`src/rtl/divmod_unit_if.sv`:
```
// divmod_unit_if: start/done handshake and operand/result bus of the
// iterative divider.
//   master : execute-stage side. Drives start_i, a_i and b_i. Observes busy_o,
//            done_o, quotient_o, remainder_o and div_by_zero_o.
//   slave  : divider side. The directions are the reverse of the master side.
// Signal names carry the divider's _i/_o suffixes, so both sides see the
// same names the divider documents.
interface divmod_unit_if #(
  parameter int unsigned N = 4
);
  logic         start_i;
  logic [N-1:0] a_i;
  logic [N-1:0] b_i;
  logic         busy_o;
  logic         done_o;
  logic [N-1:0] quotient_o;
  logic [N-1:0] remainder_o;
  logic         div_by_zero_o;

  modport master (
    output start_i, a_i, b_i,
    input  busy_o, done_o, quotient_o, remainder_o, div_by_zero_o
  );

  modport slave (
    input  start_i, a_i, b_i,
    output busy_o, done_o, quotient_o, remainder_o, div_by_zero_o
  );
endinterface

```
`src/rtl/divmod_unit.sv`:
```
// divmod_unit: iterative unsigned restoring divider. It produces one quotient
// bit per clock and gives the execute stage quotient and remainder for
// modular reduction.
//   clk_i  : clock. All state changes on the rising edge.
//   rst_i  : synchronous, active-high reset. It clears all state.
//   bus    : divmod_unit_if slave.
//            start_i, a_i, b_i        : request and operands. They are sampled
//                                       only when the unit can accept.
//            busy_o                   : high while steps are running.
//            done_o                   : one-cycle pulse with a valid result.
//            quotient_o, remainder_o  : result. It holds until the next accept.
//            div_by_zero_o            : the latched divisor was zero.
// Every output comes from a register. No input has a combinational path to
// any output.
module divmod_unit #(
  parameter int unsigned N = 4
) (
  input  logic        clk_i,
  input  logic        rst_i,
  divmod_unit_if.slave bus
);

  localparam int unsigned CW = (N < 2) ? 1 : $clog2(N + 1);

  typedef enum logic [1:0] {
    S_IDLE = 2'd0,
    S_RUN  = 2'd1,
    S_DONE = 2'd2
  } state_e;

  state_e        state_q;
  logic [N:0]    r_q;
  logic [N-1:0]  q_q;
  logic [N-1:0]  d_q;
  logic [CW-1:0] cnt_q;
  logic          busy_q;
  logic          done_q;
  logic          dbz_q;

  // One restoring step. T is {R,Q} shifted left by one. Bit N of T - {0,D}
  // is the borrow, and it decides whether the subtraction is kept.
  logic [N:0]    t_d;
  logic [N:0]    diff_d;
  logic [N-1:0]  q_shift_d;
  logic          take_d;

  always_comb begin
    t_d       = '0;
    diff_d    = '0;
    q_shift_d = '0;
    take_d    = 1'b0;
    t_d       = {r_q[N-1:0], q_q[N-1]};
    diff_d    = t_d - {1'b0, d_q};
    take_d    = ~diff_d[N];
    q_shift_d = {q_q[N-1:0], 1'b0} | {{(N-1){1'b0}}, take_d};
  end

  always_ff @(posedge clk_i) begin
    if (rst_i) begin
      state_q <= S_IDLE;
      r_q     <= '0;
      q_q     <= '0;
      d_q     <= '0;
      cnt_q   <= '0;
      busy_q  <= 1'b0;
      done_q  <= 1'b0;
      dbz_q   <= 1'b0;
    end else begin
      case (state_q)
        S_RUN: begin
          r_q   <= take_d ? diff_d : t_d;
          q_q   <= q_shift_d;
          cnt_q <= cnt_q + 1'b1;
          if (cnt_q == CW'(N - 1)) begin
            state_q <= S_DONE;
            busy_q  <= 1'b0;
            done_q  <= 1'b1;
          end
        end
        default: begin
          // IDLE and DONE both accept. The DONE pulse lasts one cycle, and a
          // start in that cycle begins the next operation without a bubble.
          state_q <= S_IDLE;
          busy_q  <= 1'b0;
          done_q  <= 1'b0;
          if (bus.start_i) begin
            if (bus.b_i != '0) begin
              r_q     <= '0;
              q_q     <= bus.a_i;
              d_q     <= bus.b_i;
              cnt_q   <= '0;
              dbz_q   <= 1'b0;
              busy_q  <= 1'b1;
              state_q <= S_RUN;
            end else begin
              r_q     <= {1'b0, bus.a_i};
              q_q     <= '1;
              d_q     <= '0;
              cnt_q   <= '0;
              dbz_q   <= 1'b1;
              done_q  <= 1'b1;
              state_q <= S_DONE;
            end
          end
        end
      endcase
    end
  end

  assign bus.busy_o        = busy_q;
  assign bus.done_o        = done_q;
  assign bus.quotient_o    = q_q;
  assign bus.remainder_o   = r_q[N-1:0];
  assign bus.div_by_zero_o = dbz_q;

endmodule

```
`src/flat_wrapper.sv`:
```
// flat-port wrapper written by rule: the top's interface ports become plain ports
module divmod_unit_flat 
#(
  parameter int unsigned N = 4
)
  (clk_i, rst_i, bus_start_i, bus_a_i, bus_b_i, bus_busy_o, bus_done_o, bus_quotient_o, bus_remainder_o, bus_div_by_zero_o);
  divmod_unit_if #(.N(N)) bus_i ();
  input  logic clk_i;
  input  logic rst_i;
  input wire logic [$bits(bus_i.start_i)-1:0] bus_start_i;
  input wire logic [$bits(bus_i.a_i)-1:0] bus_a_i;
  input wire logic [$bits(bus_i.b_i)-1:0] bus_b_i;
  output wire logic [$bits(bus_i.busy_o)-1:0] bus_busy_o;
  output wire logic [$bits(bus_i.done_o)-1:0] bus_done_o;
  output wire logic [$bits(bus_i.quotient_o)-1:0] bus_quotient_o;
  output wire logic [$bits(bus_i.remainder_o)-1:0] bus_remainder_o;
  output wire logic [$bits(bus_i.div_by_zero_o)-1:0] bus_div_by_zero_o;
  assign bus_i.start_i = bus_start_i;
  assign bus_i.a_i = bus_a_i;
  assign bus_i.b_i = bus_b_i;
  assign bus_busy_o = bus_i.busy_o;
  assign bus_done_o = bus_i.done_o;
  assign bus_quotient_o = bus_i.quotient_o;
  assign bus_remainder_o = bus_i.remainder_o;
  assign bus_div_by_zero_o = bus_i.div_by_zero_o;
  divmod_unit #(.N(N)) u_core (.clk_i(clk_i), .rst_i(rst_i), .bus(bus_i));
endmodule
```
`config.mk`:
```
export PLATFORM = sky130hd
export DESIGN_NAME = divmod_unit_flat
export DESIGN_NICKNAME = d
export VERILOG_FILES = /design/src/rtl/divmod_unit_if.sv /design/src/rtl/divmod_unit.sv /design/src/flat_wrapper.sv
export SDC_FILE = /design/constraint.sdc
export NUM_CORES = 1
export LEC_CHECK = 0
export ABC_AREA = 1
export CORE_MARGIN = 1.5
export CORE_UTILIZATION = 49
export CTS_CLUSTER_SIZE = 24
export DETAILED_ROUTE_END_ITERATION = 10
export PLACE_DENSITY = 0.76
export SLEW_MARGIN = 5
export SYNTH_ARGS = -nofsm -noshare
export SYNTH_HDL_FRONTEND = slang
export SYNTH_SLANG_ARGS = --single-unit
```
`constraint.sdc`:
```
create_clock -name clk_i -period 2.26 [get_ports clk_i]
set_input_delay 0.452 -clock clk_i [delete_from_list [all_inputs] [get_ports clk_i]]
set_output_delay 0.452 -clock clk_i [all_outputs]
set_load 0.1 [all_outputs]
```
==> run metrics <==
fmax=0.5653 GHz; crit path kind=register to register; DRT iter0 DRCs=27; Area Overhead vs Synth=25.44%; Die Y=48.03 um; Gates resized, CTS repair=0; antenna violations before repair=0; Worst Path Required=~2.5 ns; Worst Path Max Fanout=5; Slew headroom=77.78%; Cells after Synth=135; CP max stage delay=0.42 ns; post-synthesis async set-or-reset flop share=0%; Root Buffer=clkbuf_4; worst-case reg-to-reg path depth=11; Synth Warn #=0; reg-to-reg slack, setup=0.49 ns; Critical Path Source=u_core.bus.quotient_o[3]; synthesized net count=153; arrival time worst endpoint=2.02 ns; Routed WL per cell=12.42 um; Final #Nets=178; FF-to-FF End=u_core.r_q[3]; FILL cells=202; DR vias/cell=between 5 and 6; CTS clk-pin slew, worst paths=0.11 ns; first-pass GRT wire length=3484 um; Cell Rows=16; total power=999.6 uW; slowest CP cell=fa_1; reg2reg start=u_core.bus.quotient_o[3]; setup bufs post-CTS=0; number of synthesized flops with an enable pin=0; CTS H-tree lvls=1; Final setup viols=0; Vias=986; pwr/cell area=802.2 nW/um^2; Worst Hold Class=register to register; clk sink count=18; cell class contributing the biggest share of worst-path delay=simple AND/OR/NAND/NOR gates; CP Capture Point=u_core.r_q[3]; register area share after synthesis=approximately 36%; num ports=22; DP HPWL=1799 um; crit-path cells=inv_1 -> ha_1 -> inv_1 -> fa_1 -> nand3_1 -> nand3_2 -> nand2_4 -> nor2_2 -> nor2_1 -> nor2_1 -> nor2_1; DRT Wirelength=2310 um; remaining routing DRC violations=0; clk_skew=about 0.001 ns; CP Buf/Inv Count=2; outcome=completed; Yosys reg bits=18; initial core utilization=51.16%; Leakage=~0.00055 uW; Placer Congestion=0.8638; RSZ-0062 raised after global routing=no; Critical Path Sink Type=register; post-synth cell types=23; DRT antenna net count=0; Max Slew Vio Count=0; DRT Pass-1 Iters=4; Clock Path Buffers=2; max-cap viol count=0; critical path depth=11; final core occ=64.18%; cell mode on critical path=nor2_1; gr ovfl total=0; number of global-route vias before repair=slightly below 800; GRT Overall Usage=around 22%; die area=2306 sq um; final critical-path share of the clock period=78.27%; Peak VDD IR=around 0.65 mV; ANT cells=0; Tmin final=approximately 1.8 ns; CTS tree=done; layout cell share with drive strength beyond 1=16.35%; worst-skew pair later-pin latency=0.30 ns; pin count of the biggest net entering global routing=13; port buffer count=21; final setup TNS=0 ns; CP Launch Type=register; CTS buffer count=3; hold_buf cts=0; Avg Cell Area, Syn=7.359 sq um; cell area after technology mapping=~990 sq um; Core ar.=slightly below 2000 sq um; Most used DFF post-synth=dfxtp_1; final hold vios=0; Die X=48.03 um; worst slew pin tran=around 0.33 ns
-- synth_stat cells, types with 3 or more instances --
| master | n | area [sq um] |
|---|---|---|
| a21oi_1 | 13 | 65.06 |
| a22oi_1 | 3 | 22.52 |
| a31oi_1 | 4 | 25.02 |
| dfxtp_1 | 18 | 360.4 |
| ha_1 | 6 | 75.07 |
| inv_1 | 22 | 82.58 |
| nand2_1 | 22 | 82.58 |
| nand2_2 | 3 | 18.77 |
| nand3_1 | 14 | 70.07 |
| nor2_1 | 8 | 30.03 |
| o21ai_0 | 10 | 50.05 |
-- metal layers --
metal,share of wire (%),track usage [%],vias up
met5,0,0,-
met4,1.4,9.730,0
met3,4.5,4.528,4
met2,51,38.93,27
met1,43,26.42,461
li1,-,-,494
-- per-stage QoR --
stage                     instances  hold WS (ns)  setup WS [ns]  cell area, sq um
final                           186        0.4734         0.4911              1246
after global routing            186        0.4956         0.3184              1246
after CTS                       186        0.4725         0.4881              1246
after detailed placement        182        0.4574         0.5181              1210
after global placement          182        0.4408         0.5850              1210
after floorplan                 135        0.4283         0.1657             994.7
-- layout make-up --
type | instances | area [sq um] | area share, %
Timing Repair Buffer | 22 | 190.2 | 15.26
Inverter | 23 | 86.33 | 6.928
Tap cell | 27 | 33.78 | 2.711
Sequential cell | 18 | 361.6 | 29.02
Multi-Input combinational cell | 92 | 538.0 | 43.17
Clock buffer | 4 | 36.28 | 2.912
-- kinds of logic after synthesis --
family / Yosys count / share of synthesized area [%]
buffers and inverters: 25 / 9.571
AOI/OAI and AO/OA: 31 / 17.00
adders and majority gates: 7 / 9.572
xor gates and xnor gates: 1 / 0.8818
and+or+nand+nor: 53 / 26.70
DFF: 18 / 36.27
-- how the worst min path moves through the flow --
| stage | cells past startpoint | start | endpoint | slack [ns] |
|---|---|---|---|---|
| 2_1_floorplan | 1 | u_core.cnt_q[0] | u_core.cnt_q[0] | 0.43 |
| 3_3_place_gp | 1 | u_core.cnt_q[0] | u_core.cnt_q[0] | 0.44 |
| 3_5_place_dp | 2 | u_core.d_q[3] | u_core.d_q[3] | 0.46 |
| 4_1_cts | 2 | u_core.d_q[3] | u_core.d_q[3] | 0.47 |
| 5_1_grt | 2 | u_core.d_q[2] | u_core.d_q[2] | 0.50 |
| 6_report | 1 | u_core.cnt_q[0] | u_core.cnt_q[0] | 0.47 |
-- placed cells by master (no fill, tap or decap), types with 3 or more instances in the layout --
cell	n
nor2_1	8
a22oi_1	3
ha_1	6
nand3_1	14
buf_4	12
nand2_2	3
clkbuf_4	3
o21ai_0	10
a21oi_1	13
a31oi_1	4
clkdlybuf4s50_1	10
nand2_1	22
dfxtp_1	17
inv_1	22
-- flip-flops by register name, summed over array words and instances (netlist names) --
signal / cells
u_core.d_q: 4
u_core.cnt_q: 3
u_core.bus.quotient_o: 4
u_core.state_q: 2
u_core.r_q: 4
u_core.bus.div_by_zero_o: 1
-- where the power goes --
group	internal [uW]	switching, uW
logic	130	296
clock network	98.4	107
registers	344	23.9
(Power assumes the default switching activity.)
